`src/rtl/uart_chk_fifo.sv`:
```
// Expected-word FIFO for the UART checker: power-of-two storage, wrapping
// pointers, explicit occupancy counter and a synchronous flush.
module uart_chk_fifo #(
    parameter int DATA_W = 8,
    parameter int DEPTH  = 16,
    localparam int AW = $clog2(DEPTH),
    localparam int LW = $clog2(DEPTH + 1)
) (
    input  logic              clk,
    input  logic              rst_n,
    input  logic              flush,
    input  logic              push,
    input  logic [DATA_W-1:0] push_data,
    input  logic              pop,
    output logic [DATA_W-1:0] head,
    output logic [LW-1:0]     level,
    output logic              empty,
    output logic              full
);

    logic [DATA_W-1:0] mem_r [DEPTH];
    logic [AW-1:0]     wr_ptr_r;
    logic [AW-1:0]     rd_ptr_r;
    logic [LW-1:0]     level_r;
    logic              full_s;
    logic              empty_s;
    logic              push_ok_s;
    logic              pop_ok_s;

    assign full_s    = (level_r == LW'(DEPTH));
    assign empty_s   = (level_r == {LW{1'b0}});
    assign push_ok_s = push && !full_s;
    assign pop_ok_s  = pop && !empty_s;

    // Pointers and occupancy; flush returns everything to the reset state.
    always_ff @(posedge clk or negedge rst_n) begin
        if (!rst_n) begin
            wr_ptr_r <= {AW{1'b0}};
            rd_ptr_r <= {AW{1'b0}};
            level_r  <= {LW{1'b0}};
        end else if (flush) begin
            wr_ptr_r <= {AW{1'b0}};
            rd_ptr_r <= {AW{1'b0}};
            level_r  <= {LW{1'b0}};
        end else begin
            if (push_ok_s) begin
                wr_ptr_r <= wr_ptr_r + AW'(1);
            end
            if (pop_ok_s) begin
                rd_ptr_r <= rd_ptr_r + AW'(1);
            end
            case ({push_ok_s, pop_ok_s})
                2'b10:   level_r <= level_r + LW'(1);
                2'b01:   level_r <= level_r - LW'(1);
                default: level_r <= level_r;
            endcase
        end
    end

    // Data storage needs no reset: entries are only read once written.
    always_ff @(posedge clk) begin
        if (push_ok_s) begin
            mem_r[wr_ptr_r] <= push_data;
        end
    end

    assign head  = mem_r[rd_ptr_r];
    assign level = level_r;
    assign empty = empty_s;
    assign full  = full_s;

endmodule

```
`config.mk`:
```
export PLATFORM = sky130hd
export DESIGN_NAME = uart_chk_fifo
export DESIGN_NICKNAME = d
export VERILOG_FILES = /design/src/rtl/uart_chk_fifo.sv
export SDC_FILE = /design/constraint.sdc
export NUM_CORES = 1
export LEC_CHECK = 0
export ABC_AREA = 1
export BUFFER_PORTS_ARGS = -buffer_cell sky130_fd_sc_hd__buf_2
export CORE_MARGIN = 5
export CORE_UTILIZATION = 65
export CTS_CLUSTER_DIAMETER = 40
export DETAILED_ROUTE_END_ITERATION = 6
export PLACE_DENSITY = 0.88
export SLEW_MARGIN = 20
export SYNTH_ARGS = -nofsm -noshare
export SYNTH_HDL_FRONTEND = slang
export SYNTH_SLANG_ARGS = --single-unit
```
`constraint.sdc`:
```
create_clock -name clk -period 2.7 [get_ports clk]
set_input_delay 0.135 -clock clk [delete_from_list [all_inputs] [get_ports clk]]
set_output_delay 0.135 -clock clk [all_outputs]
set_load 0.02 [all_outputs]
```
# [Word level (Yosys, flattened, before mapping)]
# Memory sizes are Yosys's and may differ from the RTL's.
# Cells that the tools add are included.
# W data, S select, Z words.
[totals] ramBits=128 reg_bits=13 memories=1 word_cells=27 in_bits=13 output_inout_bits=15
[memory_table] name="mem_r" words=16 width=8 rd=1 rd_clocked_by_memory_dff=0 write_ports=1 line_no="21" rtl="logic [DATA_W-1:0] mem_r [DEPTH];"
[op_classes] eq_ne=3 add_sub_neg=4 reduce_logical=8 n_mux=8
[ops] operator="$mux W4" count=4
[ops] operator="$pmux W5 S2" count=1
[ops] operator="$add A4 B1 Y4 const B" count=2
[ops] operator="$add A5 B1 Y5 const B" count=1
[ops] operator="$eq A5 B5 Y1 const B" count=1
[ops] operator="$logic_not A5 Y1" count=1
[ops] operator="$mux W5" count=1
[ops] operator="$sub A5 B1 Y5 const B" count=1
[ops] operator="$reduce_bool A2 Y1" count=2
[ops] operator="$reduce_bool A3 Y1" count=1
[ops] operator="$eq A2 B1 Y1 const B" count=1
[ops] operator="$eq A2 B2 Y1 const B" count=1
[ops] operator="$logic_and A1 B1 Y1" count=2
[ops] operator="$logic_not A1 Y1" count=2
[ops] operator="$mux W1" count=2

# [Logic depth before layout (Yosys ltp)]
[depth] depth_word=6 ltp_mapped=16 ltp_nobuf=16

# [Least setup slack after synthesis]
# Ideal clock, no wire load.
[synth_path] path_kind="flip-flop to flip-flop" from="register level_r[1] (netlist: level[1])" to="register level_r[4] (netlist: level[4])" n_path_buf=0 period_less_slack_ps=1836 stages_incl_launch_ff=16 required_ps=2583 t_arrival_ps=1719 setup_ps=117 slack_ps=864 cell_sequence="dfrtp_1 -> nor2_2 -> nand3_2 -> nand2_4 -> inv_6 -> nand2_2 -> nand2_1 -> nand2_1 -> inv_1 -> ha_1 -> inv_1 -> nand2_1 -> nand3_2 -> nand3_1 -> nand3_1 -> nand2_1"
[synth_between] elab_chain_cells=6 word_cells_on_any_way=13 classes_between="2 x add/sub; 3 x eq/ne; 2 x mux; 6 x reduce/logical"
[synth_lines] item="start, declared" line_no="24" rtl="logic [LW-1:0] level_r;"
[synth_lines] item="start signal, assigned" line_no="40" rtl="level_r <= {LW{1'b0}};"
[synth_lines] item="start signal, assigned" line_no="44" rtl="level_r <= {LW{1'b0}};"
[synth_lines] item="start signal, assigned" line_no="53" rtl="2'b10: level_r <= level_r + LW'(1);"
[synth_lines] item="$eq A5 B5 Y1 or $logic_not A5 Y1 (tied branches)" line_no="30, 31"
[synth_lines] item="$logic_not A1 Y1, on equally long branches" line_no="32, 33"
[synth_lines] item="$logic_and A1 B1 Y1, on equally long branches" line_no="32, 33"
[synth_lines] item="$eq A2 B1 Y1 or $eq A2 B2 Y1 (tied branches)" line_no="52" rtl="case ({push_ok_s, pop_ok_s})"
[synth_lines] item="$pmux W5 S2" line_no="52"
[synth_lines] item="$mux W5" line_no="41" rtl="end else if (flush) begin"
# Several ways; a longest one is shown, not always the timed one.
# A chain may end at the register's enable or synchronous reset.

# [Worst setup path after layout]
[layout_path] from="register rd_ptr_r[0]" to="output head[3]"
[layout_between] elab_chain_cells=1
[layout_lines] item="start, declared" line_no="23" rtl="logic [AW-1:0] rd_ptr_r;"
[layout_lines] item="start signal, assigned" line_no="39" rtl="rd_ptr_r <= {AW{1'b0}};"
[layout_lines] item="start signal, assigned" line_no="43" rtl="rd_ptr_r <= {AW{1'b0}};"
[layout_lines] item="start signal, assigned" line_no="50" rtl="rd_ptr_r <= rd_ptr_r + AW'(1);"
[layout_lines] item="$mem_v2 Z16 W8"
[layout_lines] item="end, declared" line_no="15" rtl="output logic [DATA_W-1:0] head,"
# Every way passes these cells.

==> impl_metrics.env <==
export IMPL_status="finished clean"
export IMPL_first_iter_violations=410
export IMPL_cp_end_kind="output port"
export IMPL_core_area_sq_um=8810
export IMPL_cts_hold_buf=7
export IMPL_drtAntennaViolNets=0
export IMPL_via_per_inst=6.46
export IMPL_place_hpwl_mm=8.61
export IMPL_min_from="push_data[7]"
export IMPL_drt_wl_total_mm=14.2
export IMPL_maxCapViolCount=0
export IMPL_cts_buffers=17
export IMPL_route_detailed_drc=0
export IMPL_n_antenna_cell=0
export IMPL_grt_usage=0.268
export IMPL_wl_met3_mm=1.13
export IMPL_cp_num_cells=7
export IMPL_tns_ns=0
export IMPL_area_delta_synth_final_pct=15.1
export IMPL_p_leak_nw=2.43
export IMPL_grt_max_degree=40
export IMPL_ios=28
export IMPL_setup_viol=0
export IMPL_post_route_period_util=0.896
export IMPL_numPortBuffers=27
export IMPL_period_minus_slack_ns=2.42
export IMPL_met1_length_mm=5.44
export IMPL_htree_num_levels=4
export IMPL_timing_worst_setup_path_type="reg -> out"
export IMPL_holdWs_ns=0.0249
export IMPL_finalHoldViolCount=0
export IMPL_cts_resized=0
export IMPL_wire_per_inst_um=22.2
export IMPL_cp_buffers_inverters=3
export IMPL_synth_seq_cells=141
export IMPL_drive_gt1_frac=0.173
export IMPL_post_cts_buffers=0
export IMPL_initial_utilization=0.671
export IMPL_crit_start="rd_ptr_r[0]"
export IMPL_fp_row_count=34
export IMPL_clkSinkCount=141
export IMPL_highest_layer="met4"
export IMPL_layout_common_cells="edfxtp_1 (128), nor2_1 (88), o21ai_0 (69)"
export IMPL_die_w_um=105
export IMPL_tightest_slew_ns=0.881
export IMPL_firstDrtPassIters=5
export IMPL_skew_ns=0.00540
export IMPL_grt_first_pass_wirelength_mm=22.4
export IMPL_cp_max_fo=21
export IMPL_cts_root_buf="clkbuf_8"
export IMPL_vias=4137
export IMPL_drv_slew=0
export IMPL_synth_nets=495
export IMPL_met2_length_mm=7.16
export IMPL_yosysWarnings=0
export IMPL_cp_start_kind="flop"
export IMPL_overflow=0
export IMPL_rsz0062_at_grt="false"
export IMPL_clkTransAtPathRegs_ns=0.06
export IMPL_fmax_ghz=0.413
export IMPL_reg2reg_from="level[2]"
export IMPL_clk_path_buf_depth=2
export IMPL_crit_path_max_incr_delay_ns=0.42
export IMPL_synth_cells=475
export IMPL_ys_seq_area_frac=0.706
export IMPL_yosysUniqueCellTypes=33
export IMPL_whs_path_depth=1
export IMPL_nets=540
export IMPL_p_per_area_nw_per_um2=924
export IMPL_gp_congestion=0.908
export IMPL_antenna_found_initial=0
export IMPL_slew_headroom=0.411
export IMPL_dp_cells=602
export IMPL_crit_path_top_delay_cell="dfrtp_2"
export IMPL_path_cells="inv_2 -> buf_4 -> o21ai_0 -> o221ai_1 -> nand3_1 -> nand2_1 -> buf_2"
export IMPL_crit_required_ns=2.57
export IMPL_grt_pass1_vias=4153
export IMPL_cp_arrival_ns=2.28
export IMPL_layout_commonest_cell="edfxtp_1"
export IMPL_tritoncts="built"
export IMPL_fin_cells=640
export IMPL_crit_family="buffers and inverters"
export IMPL_netlist_area_sq_um=5910
export IMPL_ir_drop_uv=727
export IMPL_reg2reg_depth=6
export IMPL_die_area_sq_um=11100
export IMPL_avgSynthCellArea_sq_um=12.4
export IMPL_die_h_um=105
export IMPL_clk_latency_ns=0.52
export IMPL_min_delay_path_class="in -> reg"
export IMPL_finalPower_mw=6.28
-- where the power goes --
part	internal (mW)	total [mW]	switching, mW
Sequential	2.48	2.56	0.0748
Combinational	0.513	1.69	1.17
Clock	1.13	2.04	0.910
-- cell usage after synthesis (all sizes together) --
cell	n	area (sq um)
clkinv	1	3.75
o22ai	11	75.1
nor2	93	380
nor3	5	36.3
o21a	2	15.0
a21oi	4	20.0
o221ai	22	193
a211oi	2	15.0
xor2	1	8.76
buf	8	42.5
o21bai	1	7.51
o21ai	70	350
inv	24	97.6
nand2	40	173
o211ai	10	75.1
nand3	16	95.1
clkbuf	17	63.8
ha	7	87.6
edfxtp	128	3840
dfrtp	13	325
-- state kept, by name, indices dropped and copies added (netlist names) --
| name | flops |
|---|---|
| level | 5 |
| mem_r | 128 |
| wr_ptr_r | 4 |
| rd_ptr_r | 4 |
-- final cells by class --
cell class	count	area (sq um)
sequential	141	4170
fill	497	2010
multi-input combinational	284	1530
clock buffer	19	422
timing repair buffer	51	345
tap	108	135
inverter	25	101
clock inverter	12	93.8
-- kinds of logic after synthesis --
kind of cell    synth area share
simple gates               0.116
flops                      0.706
compound gates             0.127
buf+inv                   0.0352
fa+ha+maj                 0.0148
xor+xnor                 0.00148
-- worst register-to-register path: stages (launching register included) --
cell     delay (ns)
dfrtp_1        0.45
nor2_2         0.08
nand3_2        0.12
nand2_4        0.11
inv_4          0.12
nand2_1        0.15
nor2_1         0.70
-- layer usage --
metal | track usage | vias to the layer above
met1 | 0.346 | 2025
li1 | - | 1831
met4 | 0.123 | 0
met5 | 0 | -
met3 | 0.0538 | 46
met2 | 0.442 | 235
-- final timing paths --
kind / slack [ns] / end
min in group asynchronous: 0.03 / level[1]
setup / recovery: 0.28 / head[3]
hold / removal: 0.02 / mem_r[5][7]
setup reg to reg: 0.58 / mem_r[15][2]
max in group asynchronous: 2.41 / rd_ptr_r[0]
hold reg to reg: 0.55 / wr_ptr_r[3]
-- through the flow --
step	setup slack [ns]	util	cell area, sq um
after floorplan	0.864	-	5910
after global placement	0.748	0.706	6210
after detailed placement	0.642	0.706	6210
after CTS	0.256	0.772	6800
after global routing	0.190	0.772	6800
final	0.281	0.772	6800
(Power assumes the default switching activity.)
